===== src/rtl/tlk2711_rx_framer.sv =====
// tlk2711_rx_framer: receive framer between TLK2711-A RX pins and the RX DMA write engine
// Acquires idle sync, delineates SOF/len/payload/[cksum]/EOF frames, buffers payload in a FIFO.
// Ports: clk, arst_n (async active-low); i_rx_en; i_2711_rxd/i_2711_rkmsb/i_2711_rklsb (retimed RX word);
//   o_data/o_valid/o_last/i_ready (payload stream); o_frame_done/o_frame_err/o_err_code/o_frame_len
//   (per-frame status, code = {len_err, cksum_err, ovf_err}); o_loss (loss-of-signal level).
// Define TLK2711_RX_CKSUM_EN to expect a 16-bit payload sum word between the payload and EOF.
module tlk2711_rx_framer #(
  parameter int DLEN_WIDTH = 16,
  parameter int FIFO_DEPTH = 16,
  parameter int SYNC_IDLES = 4,
  parameter int LOS_CYCLES = 64
) (
  input  logic                  clk,
  input  logic                  arst_n,
  input  logic                  i_rx_en,
  input  logic [15:0]           i_2711_rxd,
  input  logic                  i_2711_rkmsb,
  input  logic                  i_2711_rklsb,
  output logic [15:0]           o_data,
  output logic                  o_valid,
  output logic                  o_last,
  input  logic                  i_ready,
  output logic                  o_frame_done,
  output logic                  o_frame_err,
  output logic [2:0]            o_err_code,
  output logic [DLEN_WIDTH-1:0] o_frame_len,
  output logic                  o_loss
);
`ifdef TLK2711_RX_CKSUM_EN
  localparam bit CK_EN = 1'b1;
`else
  localparam bit CK_EN = 1'b0;
`endif
  localparam int AW = $clog2(FIFO_DEPTH);
  localparam int SW = $clog2(SYNC_IDLES + 1);
  localparam int LW = $clog2(LOS_CYCLES + 1);
  typedef enum logic [2:0] {HUNT, SYNC, HDR, PAY, CK, EOFW, ABORT} state_t;
  state_t state_q, state_d;
  logic [16:0] mem_q [FIFO_DEPTH];
  logic [AW:0] wr_q, wr_d, rd_q, rd_d;
  logic [SW-1:0] idl_q, idl_d;
  logic [LW-1:0] los_q, los_d;
  logic [DLEN_WIDTH-1:0] len_q, len_d, cnt_q, cnt_d, flen_q, flen_d, cnt_inc, hdr_len;
  logic [15:0] sum_q, sum_d;
  logic [2:0] flg_q, flg_d, code_q, code_d;
  logic loss_q, loss_d, done_q, done_d, ferr_q, ferr_d;
  logic is_data, is_idle, is_sof, is_eof, is_err, los_hit, in_frame, ok_w, bad_w;
  logic empty, full, pop, room, pay_w, push, last_pay, close_good, close_bad;
  logic [16:0] push_w;
  assign is_data = !i_2711_rkmsb && !i_2711_rklsb;
  assign is_idle = !i_2711_rkmsb && i_2711_rklsb && i_2711_rxd == 16'h50BC;
  assign is_sof = !i_2711_rkmsb && i_2711_rklsb && i_2711_rxd == 16'h50FB;
  assign is_eof = !i_2711_rkmsb && i_2711_rklsb && i_2711_rxd == 16'h50FD;
  // unknown K codes count as line errors alongside rkmsb&rklsb
  assign is_err = !(is_data || is_idle || is_sof || is_eof);
  assign hdr_len = DLEN_WIDTH'(i_2711_rxd);
  assign cnt_inc = cnt_q + DLEN_WIDTH'(1);
  assign last_pay = cnt_inc == len_q;
  assign los_hit = is_err && los_q == LW'(LOS_CYCLES - 1);
  // inside a frame only the expected word or an IDLE is legal; anything else aborts
  assign in_frame = state_q inside {HDR, PAY, CK, EOFW};
  assign ok_w = state_q == EOFW ? is_eof : is_data;
  assign bad_w = in_frame && !is_idle && !ok_w;
  assign empty = wr_q == rd_q;
  assign full = wr_q == {~rd_q[AW], rd_q[AW-1:0]};
  assign pop = !empty && i_ready;
  assign room = !full || pop;
  assign pay_w = state_q == PAY && is_data;
  assign push = i_rx_en && room && (pay_w || state_q == ABORT);
  assign push_w = state_q == ABORT ? 17'h10000 : {last_pay, i_2711_rxd};
  // a zero-length or overflowed frame still needs a last beat, so it closes through ABORT
  assign close_good = i_rx_en && state_q == EOFW && is_eof && !flg_q[2] && !flg_q[0];
  assign close_bad = i_rx_en && state_q == ABORT && room;
  assign o_valid = !empty;
  assign {o_last, o_data} = empty ? 17'h0 : mem_q[rd_q[AW-1:0]];
  assign o_frame_done = done_q;
  assign o_frame_err = ferr_q;
  assign o_err_code = code_q;
  assign o_frame_len = flen_q;
  assign o_loss = loss_q;
  always_ff @(posedge clk or negedge arst_n)
    if (!arst_n) begin
      state_q <= HUNT;
      wr_q <= '0;
      rd_q <= '0;
      idl_q <= '0;
      los_q <= '0;
      len_q <= '0;
      cnt_q <= '0;
      flen_q <= '0;
      sum_q <= '0;
      flg_q <= '0;
      code_q <= '0;
      loss_q <= 1'b0;
      done_q <= 1'b0;
      ferr_q <= 1'b0;
    end else begin
      state_q <= state_d;
      wr_q <= wr_d;
      rd_q <= rd_d;
      idl_q <= idl_d;
      los_q <= los_d;
      len_q <= len_d;
      cnt_q <= cnt_d;
      flen_q <= flen_d;
      sum_q <= sum_d;
      flg_q <= flg_d;
      code_q <= code_d;
      loss_q <= loss_d;
      done_q <= done_d;
      ferr_q <= ferr_d;
    end
  always_ff @(posedge clk)
    if (push) mem_q[wr_q[AW-1:0]] <= push_w;
  always_comb begin
    state_d = state_q;
    case (state_q)
      HUNT:    state_d = is_idle && idl_q == SW'(SYNC_IDLES - 1) ? SYNC : HUNT;
      SYNC:    state_d = los_hit ? HUNT : is_sof ? HDR : SYNC;
      HDR:     state_d = is_data ? (hdr_len == '0 ? EOFW : PAY) : HDR;
      PAY:     state_d = is_data && last_pay ? (CK_EN ? CK : EOFW) : PAY;
      CK:      state_d = is_data ? EOFW : CK;
      EOFW:    state_d = is_eof ? (close_good ? SYNC : ABORT) : EOFW;
      ABORT:   state_d = room ? (loss_q || los_hit ? HUNT : SYNC) : ABORT;
      default: state_d = HUNT;
    endcase
    if (bad_w) state_d = ABORT;
    if (!i_rx_en) state_d = HUNT;
  end
  always_comb begin
    idl_d = state_q == HUNT && is_idle && i_rx_en ? idl_q + SW'(1) : '0;
    los_d = !is_err ? '0 : los_q == LW'(LOS_CYCLES) ? los_q : los_q + LW'(1);
    loss_d = los_hit ? 1'b1 : state_q == HUNT && state_d == SYNC ? 1'b0 : loss_q;
    len_d = state_q == SYNC && is_sof ? '0 : state_q == HDR && is_data ? hdr_len : len_q;
    cnt_d = state_q == HDR ? '0 : pay_w ? cnt_inc : cnt_q;
    sum_d = state_q == HDR ? '0 : pay_w ? sum_q + i_2711_rxd : sum_q;
    flg_d = state_q == SYNC && is_sof ? '0 : flg_q | {bad_w || (state_q == HDR && is_data && hdr_len == '0),
            CK_EN && state_q == CK && is_data && i_2711_rxd != sum_q, pay_w && !room};
    done_d = close_good || close_bad;
    ferr_d = close_bad || (close_good && flg_q[1]);
    code_d = done_d ? flg_q : code_q;
    flen_d = done_d ? len_q : flen_q;
    wr_d = i_rx_en ? wr_q + (AW+1)'(push) : '0;
    rd_d = i_rx_en ? rd_q + (AW+1)'(pop) : '0;
  end
endmodule


===== config.mk =====
export PLATFORM = sky130hd
export DESIGN_NAME = tlk2711_rx_framer
export DESIGN_NICKNAME = d
export VERILOG_FILES = /design/src/rtl/tlk2711_rx_framer.sv
export SDC_FILE = /design/constraint.sdc
export NUM_CORES = 1
export LEC_CHECK = 0
export ABC_CLOCK_PERIOD_IN_PS = 4600
export BUFFER_PORTS_ARGS = -buffer_cell sky130_fd_sc_hd__buf_2
export CAP_MARGIN = 0
export CORE_MARGIN = 4
export CORE_UTILIZATION = 61
export DETAILED_ROUTE_END_ITERATION = 10
export PLACE_DENSITY_LB_ADDON = 0.2
export SYNTH_ARGS = -nofsm -noshare
export SYNTH_HDL_FRONTEND = slang
export SYNTH_SLANG_ARGS = --single-unit

===== constraint.sdc =====
create_clock -name clk -period 4.6 [get_ports clk]
set_clock_uncertainty 0.05 [all_clocks]
set_input_delay 0.69 -clock clk [delete_from_list [all_inputs] [get_ports clk]]
set_output_delay 0.69 -clock clk [all_outputs]
set_load 0.05 [all_outputs]

# [Word-level counts from Yosys, hierarchy flattened]
# Memory sizes are Yosys's and may differ from the RTL's.
# Index checks and enable logic that the tools add are counted.
[totals] mem_bits_rw=272 output_inout_bits=40 mem_count=1 regBits=80
[classes] eq_ne=17 reduce_logical=53 n_addsub=5 muxes=31 bitwise=2
[mem_list] name="mem_q" depth=16 width=17 read_ports=1 rd_ports_with_merged_regs=0 write_ports=1 line_no="39" text="logic [16:0] mem_q [FIFO_DEPTH];"
[op_table] operator="$mux W16" count=4
[op_table] operator="$eq A16 B15 Y1 const B" count=3
[op_table] operator="$mux W17" count=2
[op_table] operator="$mux W3" count=10
[op_table] operator="$logic_and A1 B1 Y1" count=28
[op_table] operator="$pmux W3 S7" count=1
[op_table] operator="$add A16 B1 Y16 const B" count=1
[op_table] operator="$eq A16 B16 Y1" count=1
[op_table] operator="$logic_not A16 Y1" count=1
[op_table] operator="$mux W7" count=2
[op_table] operator="$add A5 B1 Y5" count=2
[op_table] operator="$eq A5 B5 Y1" count=2
[op_table] operator="$logic_not A1 Y1" count=10
[op_table] operator="$mux W5" count=2
[op_table] operator="$eq A3 B2 Y1 const B" count=3
[op_table] operator="$eq A3 B3 Y1 const B" count=3
[op_table] operator="$logic_or A1 B1 Y1" count=9
[op_table] operator="$mux W1" count=8
[op_table] operator="$add A7 B1 Y7 const B" count=1
[op_table] operator="$eq A7 B6 Y1 const B" count=1
[op_table] operator="$eq A7 B7 Y1 const B" count=1
[op_table] operator="$eq A3 B1 Y1 const B" count=2
[op_table] operator="$reduce_bool A2 Y1" count=3
[op_table] operator="$mux W2" count=2
[op_table] operator="6 further kinds" count=6

# [Logic depth before layout (Yosys ltp)]
[logic_depth] word_depth=18 depth_mapped=12 depth_no_buf=10

# [Least setup slack after synthesis]
# OpenSTA, ideal clock, no wires.
[synth_timing] path_kind="input -> register" start="input port i_2711_rklsb" end="memory mem_q[0][0] (enable)" setup_time_ps=413 arrival_ps=3137 required_time_ps=4137 path_buffers=0 path_slack_ps=1000 stages=5 path_cell_list="nor2_1 > nand3_1 > a21oi_1 > or3b_2 > nor3_1"
[synth_between] elab_chain_len=7
[synth_rtl] item="start, declared" line_no="18" text="input logic i_2711_rklsb,"
[synth_rtl] item="$logic_not A1 Y1" line_no="50" text="assign is_data = !i_2711_rkmsb && !i_2711_rklsb;"
[synth_rtl] item="$logic_and A1 B1 Y1" line_no="50"
[synth_rtl] item="$logic_and A1 B1 Y1" line_no="68" text="assign pay_w = state_q == PAY && is_data;"
[synth_rtl] item="$logic_or A1 B1 Y1" line_no="69" text="assign push = i_rx_en && room && (pay_w || state_q == ABORT);"
[synth_rtl] item="$logic_and A1 B1 Y1" line_no="69"
[synth_rtl] item="$mux W1" line_no="114" text="if (push) mem_q[wr_q[AW-1:0]] <= push_w;"
[synth_rtl] item="$mux W1 (implied by the code)" line_no="114"
[synth_rtl] item="end, declared" line_no="39"
# No other way between the ends.

# [Worst setup path in the final report]
[layout_timing] start="register rd_q[0]" end="output port o_data[7]"
[layout_between] elab_chain_len=2
[layout_rtl] item="start, declared" line_no="40" text="logic [AW:0] wr_q, wr_d, rd_q, rd_d;"
[layout_rtl] item="start signal, assigned" line_no="100" text="rd_q <= rd_d;"
[layout_rtl] item="$mem_v2 Z16 W17 / $eq A5 B5 Y1 (equally long branches)"
[layout_rtl] item="$mux W17 (*)" line_no="75" text="assign {o_last, o_data} = empty ? 17'h0 : mem_q[rd_q[AW-1:0]];"
[layout_rtl] item="end, declared" line_no="19" text="output logic [15:0] o_data,"
# Every way passes the cells marked *; elsewhere a longest branch is shown, timed or not.

==> flow_metrics.py <==
metrics = {
    "route": {
        "viasPerCell": 6.32,
        "vias": 8393,
        "route.detailed.drc": 0,
        "drt_iter0_markers": 905,
        "drt-pass1-iter-count": 5,
        "ant_nets": 0,
        "wl_mm": 33.3,
        "wl_per_cell_um": 25.1,
    },
    "sta": {
        "tightest_slew_ns": 0.706,
        "period_share_pct": 84.3,
        "setup_tns_ns": 0,
        "maxSlewViolCount": 0,
        "rsz0062_at_grt": "false",
        "period_minus_slack_ns": 3.88,
        "hold_slack_ns": 0.186,
        "slew_headroom_pct": 53.0,
        "finalWorstSetupSlack_ns": 0.722,
        "finalHoldViolations": 0,
        "max_freq_ghz": 0.258,
        "setup_violations": 0,
    },
    "setup_path": {
        "r2r_setup_slack_ns": 1.15,
        "critPathCapture": "o_data[7]",
        "crit_fanout": 52,
        "cp_cell_sequence": "buf_12 > mux4_2 > mux4_2 > nor2b_1 > buf_2",
        "crit_buf_inv": 2,
        "critical-path-max-stage-delay_ns": 0.67,
        "startpoint": "rd_q[0]$_DFF_PN0_",
        "worst_setup_path_start_kind": "flip-flop",
        "rr_worst_depth": 8,
        "worstSetupPathType": "flip-flop to output port",
        "rr_startpoint": "cnt_q[0]$_DFFE_PN0P_",
        "path_common_cell": "mux4_2",
        "worstPathRequired_ns": 3.86,
        "end_kind": "output port",
        "reg2reg_to": "mem_q[5][16]$_DFFE_PP_",
        "cp_top_family": "multiplexers",
        "path_depth": 5,
        "cp.arrival_ns": 3.14,
        "crit_path_top_delay_cell": "dfrtp_4",
    },
    "layout": {
        "drive_gt1_share_pct": 27.4,
        "area_growth_pct": 13.6,
        "n_antenna_cell": 0,
        "nets": 1017,
    },
    "yosys": {
        "ys.flop_type": "edfxtp_1",
        "synth_cell_types": 61,
        "synth-edff-count": 272,
        "synth_top_cells_by_count": "edfxtp_1 (272), mux4_2 (85), dfrtp_1 (78), nand2_1 (60), nor2_1 (49)",
        "ys_warn_count": 0,
        "synthTopCellsByArea": "edfxtp_1 (55%), dfrtp_1 (13%), mux4_2 (13%)",
        "synth_most_common_cell": "edfxtp_1",
        "synth-seq-cells": 350,
        "syn_area_per_cell_um2": 16.5,
        "syn-cell-area_mm2": 0.0149,
        "synth_cells": 903,
        "synth-seq-area-share_pct": 68.1,
        "synth_top_area_cell": "edfxtp_1",
        "yosysTopAreaCellShare_pct": 54.9,
        "syn_nets": 934,
        "synthArstFlopShare_pct": 22.3,
    },
    "placed_design": {
        "portBuffers": 60,
        "dp_slack_ns": 1.24,
        "place_congestion": 0.896,
        "place_hpwl_mm": 20.6,
    },
    "cts": {
        "cts_htree_levels": 2,
        "ctsResizeCount": 0,
        "cts-root-buf": "clkbuf_16",
        "cts_buffers": 35,
        "clock-sinks": 350,
        "cts_setup_buffers": 0,
        "clockBufferDepth": 3,
        "clk_pin_slew_worst_paths_ns": 0.06,
        "worstSkewPairLatency_ns": 0.51,
        "tritoncts": "built",
        "hold_buffers": 0,
    },
    "global_routing": {
        "grt_max_degree": 57,
        "gr-total-overflow": 0,
        "gr-usage-all-layers_pct": 26.0,
        "grt_pass1_vias": 8526,
        "grt_pass1_wl_mm": 51.8,
        "antenna_found_initial": 0,
    },
    "pwr": {
        "total_power_mw": 7.06,
        "ir_drop_mv": 0.314,
        "powerDensity_mw_per_mm2": 418,
        "p_leak_nw": 5.95,
    },
    "floorplan": {
        "ios": 62,
        "chipWidth_um": 164,
        "die_area_mm2": 0.0269,
        "core_area_mm2": 0.0238,
        "rows": 56,
        "start_util_pct": 62.6,
        "die_height_um": 164,
    },
    "flow_run": {
        "cap_violations": 0,
    },
    "hold_path": {
        "hold_class": "primary input to async pin",
    },
    "outcome": {
        "outcome": "finished, final reports clean",
    },
}
[worst reg2reg max path, stage by stage (launching register included)]
cell      delay, ns
dfrtp_1        0.49
ha_1           0.31
nand4_2        0.21
or4_4          0.59
o21a_1         0.20
nor3b_2        0.19
o211ai_2       0.13
nor4_4         0.40
or2_1          0.58
[state kept, by name (all words and copies together) (netlist names), 3 cells and up]
name,cells
state_q,3
wr_q,5
rd_q,5
idl_q,3
len_q,16
o_frame_len,16
mem_q,272
cnt_q,16
los_q,7
[layout by cell type (no fill, tap or decap), drive strengths merged, types with 10 or more instances in the layout]
master	count
nor2	49
inv	10
nor4	11
dfrtp	78
xor2	17
nand2	60
a21oi	25
edfxtp	272
mux2	19
o21ai	24
nand3	37
buf	97
nor2b	20
clkbuf	48
nor3	15
mux4	85
and2	21
xnor2	23
[per-layer routing]
metal,wire [um],track usage (%)
met3,2630,3.51
met5,0,0
met4,642,6.86
met2,16900,42.2
met1,13200,38.0
[cell families (layout without fill, tap and decap cells)]
logic type,Yosys count,in the layout,share of synthesized area [%]
fa+ha+maj,9,9,0.758
buf+inv,61,168,1.70
compound gates,75,75,3.13
mux,106,106,14.5
simple gates,261,261,9.50
flops,350,350,68.1
other cells,1,1,0.0252
xor+xnor,40,40,2.36
[final cells by class]
| type | count | area, um^2 |
|---|---|---|
| fillers | 1495 | 6870 |
| multi-input cells | 492 | 4540 |
| flip-flops and latches | 350 | 10100 |
| clock buffers | 48 | 987 |
| clock inverters | 13 | 189 |
| inverters | 10 | 37.5 |
| well taps | 319 | 399 |
| repair buffers | 97 | 606 |
[metrics by stage]
stage	std cells	utilization, %	instance area, um^2
after floorplan	903	-	14900
after global placement	1268	66.1	15700
after detailed placement	1268	66.1	15700
after CTS	1329	71.1	16900
after global routing	1329	71.1	16900
final	1329	71.1	16900
[power breakdown]
part | leakage (nW) | internal [mW] | switching, mW | total [mW]
combinational | 1.87 | 0.190 | 0.329 | 0.519
sequential | 3.51 | 3.50 | 0.114 | 3.62
clock | 0.572 | 1.78 | 1.14 | 2.92
[worst min-delay path by stage]
| stage | from | endpoint |
|---|---|---|
| floorplan | arst_n | cnt_q[0]$_DFFE_PN0P_ |
| global placement | idl_q[0]$_DFF_PN0_ | idl_q[0]$_DFF_PN0_ |
| detailed placement | idl_q[0]$_DFF_PN0_ | idl_q[0]$_DFF_PN0_ |
| CTS | arst_n | cnt_q[8]$_DFFE_PN0P_ |
| global route | arst_n | cnt_q[8]$_DFFE_PN0P_ |
| finish | arst_n | cnt_q[8]$_DFFE_PN0P_ |
(Power assumes the default switching activity.)
